**src/rtl/rank_compare.sv**
```systemverilog
// ----------------------------------------------------------------------------
// rank_compare
//
// Combinational preference test on one B-member's rPref row: does s rank
// ahead of s1? Walks the row from the front and stops at the first slot where
// exactly one of (slot==s, slot==s1) is true; prefer is set when that slot
// names s. If s is absent, or s==s1, prefer stays 0. This is the same
// first-difference rule the matching core uses for its 'better' decision.
//
// Ports:
//   row    in  Kr*logS  rPref row, entry j at bit logS*j
//   s      in  logS     candidate A-member
//   s1     in  logS     current partner
//   prefer out 1        s strictly precedes s1 in row
// ----------------------------------------------------------------------------
module rank_compare #(
    parameter int Kr   = 10,
    parameter int logS = 4
) (
    input  logic [Kr*logS-1:0] row,
    input  logic [logS-1:0]    s,
    input  logic [logS-1:0]    s1,
    output logic               prefer
);

    logic decided;

    always_comb begin
        prefer  = 1'b0;
        decided = 1'b0;
        for (int j = 0; j < Kr; j++) begin
            if (!decided &&
                ((row[j*logS +: logS] == s) != (row[j*logS +: logS] == s1))) begin
                decided = 1'b1;
                prefer  = (row[j*logS +: logS] == s);
            end
        end
    end

endmodule

```
**config.mk**
```make
export PLATFORM = sky130hd
export DESIGN_NAME = rank_compare
export DESIGN_NICKNAME = d
export VERILOG_FILES = /design/src/rtl/rank_compare.sv
export SDC_FILE = /design/constraint.sdc
export NUM_CORES = 1
export LEC_CHECK = 0
export BUFFER_PORTS_ARGS = -buffer_cell sky130_fd_sc_hd__buf_2
export CAP_MARGIN = 20
export CORE_AREA = 3 3 56 58
export DETAILED_ROUTE_END_ITERATION = 16
export DIE_AREA = 0 0 59 61
export PLACE_DENSITY_LB_ADDON = 0.05
export SYNTH_ARGS = -nofsm -noshare
export SYNTH_HDL_FRONTEND = slang
export SYNTH_SLANG_ARGS = --single-unit
```
**constraint.sdc**
```tcl
create_clock -name vclk -period 1.61
set_input_delay 0.161 -clock vclk [all_inputs]
set_output_delay 0.161 -clock vclk [all_outputs]
set_load 0.02 [all_outputs]
```
Word level (Yosys, flattened, before mapping)
Cells that the tools add are included.
Operators by class
  equal/unequal tests: 30
  mux-type cells: 19
  reduce and logical (&&, ||, !) cells: 18
Operators with widths (count)
  == test 4 bit: 20
  2-to-1 mux 1 bit: 19
  != test 1 bit: 10
  logical AND 1 bit: 9
  zero test 1 bit: 9
Storage, ports and cells
  bits in registers: 0
  bits of input ports: 48
  output and inout bits: 1
  logic and storage cells: 67

Longest topological paths before layout
  depth in word-level cells: 30
  depth in mapped cells: 7
  depth with buffers taken out: 6

Worst setup path after synthesis
No wires, ideal clock.
  kind: in2out
  start point: input port s[2]
  end point: output port prefer
  arrival time: 1785 ps
  setup slack: -336 ps
  stages: 7
  buffers on the path: 1
  cells stage by stage: buf_4 > xor2_1 > nor4_2 > xor2_1 > nor4b_4 > a32oi_1 > a31oi_1
Between the ends
  cells in the longest elaborated chain, start to end: 30
Ends and longest elaborated chain
  start: declaration: line 21  | input logic [logS-1:0] s,
  == test 4 bit: line 33, 35
  != test 1 bit: line 33  | ((row[j*logS +: logS] == s) != (row[j*logS +: logS] == s1))) begin
  2-to-1 mux 1 bit: line 32  | if (!decided &&
  zero test 1 bit: line 32
  logical AND 1 bit: line 32
  2-to-1 mux 1 bit: line 32
  zero test 1 bit: line 32
  logical AND 1 bit: line 32
  (+14 left out)
  logical AND 1 bit: line 32
  2-to-1 mux 1 bit: line 32
  zero test 1 bit: line 32
  logical AND 1 bit: line 32
  2-to-1 mux 1 bit: line 32
  zero test 1 bit: line 32
  logical AND 1 bit: line 32
  2-to-1 mux 1 bit (*): line 32
  end: declaration: line 23  | output logic prefer
Mark *: on every way between the ends. The rest lies on a longest branch, timed or not.

Final worst setup path
Same ends and word-level chain as after synthesis.

==> impl_metrics.tcl <==
set metrics [dict create \
    syn_inst 139 \
    num_antenna_cells 0 \
    period_minus_slack_ns 2.00 \
    wl_per_cell_um 15.6 \
    clkbuf_count 0 \
    outcome "finished, violations left" \
    final.setup.tns_ns -0.388 \
    p_leak_nw 0.933 \
    die_area_mm2 0.00360 \
    wirelength_mm 4.20 \
    whs_ns 1.12 \
    power_density_mw_per_mm2 336 \
    required_ns 1.45 \
    end_kind "output port" \
    antenna_found_initial 0 \
    cap_violations 0 \
    rsz0062_at_grt "true" \
    area_growth_pct 80.4 \
    grt_max_degree 9 \
    worstSetupPathType "input port to output port" \
    fin_crit_sh 1.24 \
    routabilityCongestion 0.820 \
    via_per_inst 5.08 \
    slew_headroom 0.746 \
    initial_core_util 0.433 \
    die_h_um 61 \
    die_w_um 59 \
    worst_slack_ns -0.388 \
    vias 1367 \
    placementRows 19 \
    hold_buffers 0 \
    register_area_um2 0 \
    violations "negative setup slack" \
    multi_input_area_mm2 0.00130 \
    dpl.hpwl_mm 3.25 \
    drc_errors 0 \
    overflow 0 \
    pin_count 49 \
    synth.avg_cell_area_um2 8.44 \
    hold_viol 0 \
    grt_usage 0.229 \
    peakVddDrop_mv 0.360 \
    slew_violations 0 \
    setup_viol 1 \
    synth_seq_area_share 0 \
    syn_nets 188 \
    grt_pass1_vias 1430 \
    critPathMaxFanout 7 \
    crit_arrival_ns 1.84 \
    core_area_mm2 0.00271 \
    timing.fmax_ghz 0.500 \
    postRouteAntennaNets 0 \
    flops_and_latches 0 \
    syn_area_mm2 0.00117 \
    io_buffers 49 \
    hp-class "input port to output port" \
    cp-start-kind "input port" \
    drive_above_1_share 0.567 \
    fin_nets 289 \
    grt_pass1_wl_mm 6.35 \
    dr.pass1.iters 4 \
    synthDistinctLibCells 25 \
    fillerInstances 202 \
    worstMarginPinSlew_ns 0.378 \
    ys_warn_count 0 \
    drtIter0Drc 24 \
]
[what timing repair did]
| item | in CTS | in global routing |
|---|---|---|
| pin swaps | 16 | 13 |
| resized for setup | 36 | 16 |
| setup buffers | 8 | 0 |
| endpoints found under the setup margin | 1 | 1 |
[per-stage QoR]
step	power, mW	std cells	util	cell area, um2	worst slack [ns]
final	0.712	269	0.781	2120	-0.388
after global routing	0.758	269	0.781	2120	-0.458
after CTS	0.671	269	0.741	2010	-0.381
after detailed placement	0.586	261	0.657	1780	-0.574
after global placement	0.566	261	0.657	1780	-0.559
after floorplan	0.359	139	-	1220	-0.181
[cells in the final DEF, fill, tap and decap left out, types with 2 or more instances in the layout]
cell type	Yosys	routed
a21oi_1	2	2
and4bb_1	2	2
buf_12	0	2
buf_2	0	38
buf_4	3	56
buf_6	5	9
buf_8	0	2
nand2_1	6	6
nand4_1	9	9
nor2_1	5	5
nor4_2	3	6
nor4_4	2	4
o21ai_0	2	2
xnor2_1	37	33
xnor2_2	0	4
xor2_1	44	38
xor2_2	1	4
xor2_4	0	3
[final timing paths]
kind	slack, ns	endpoint	depth (start not counted)	start
max	-0.39	prefer	9	s[2]
min	1.12	prefer	7	row[2]
[final cells by class]
cell class | instances | area share
well taps | 31 | 0.0183
repair buffers | 107 | 0.369
multi-input cells | 131 | 0.612
[metal layers]
metal	vias to the layer above	GRT usage	share of wire
li1	678	-	-
met1	653	0.286	0.40
met2	34	0.459	0.56
met3	2	0.00426	0.036
met4	0	0.00324	0.0050
met5	-	0	0
[power breakdown]
group	internal (mW)	switching [mW]	leakage (nW)
clock network	0	0	0
logic	0.381	0.331	0.933
registers	0	0	0
[Yosys cell counts (all sizes together), types with 2 or more instances]
master  count  share of area
a21oi       2         0.0085
nand4       9          0.048
nand2       6          0.019
o22ai       2          0.011
buf         8          0.067
xnor2      37           0.28
and4bb      2          0.021
nor2        5          0.016
xor2       45           0.34
o21ai       2         0.0085
nor4       11           0.10
[kinds of logic (layout without fill, tap and decap cells)]
group | count (synthesis) | in the layout | synth area share
XOR/XNOR | 82 | 82 | 0.618
AND/OR/NAND/NOR | 37 | 37 | 0.243
AO/OA/AOI/OAI | 11 | 11 | 0.0608
buffers and inverters | 8 | 107 | 0.0672
adder cells (fa/ha/maj) | 1 | 1 | 0.0107
[critical path: stages]
cell and delay (ns):
buf_12 0.13, xor2_1 0.17, nor4_2 0.30, ha_1 0.30, buf_4 0.15, nor3b_2 0.15, a32oi_2 0.21, a31oi_4 0.11
buf_6 0.15
No activity file was read; power rests on OpenSTA's default activity.
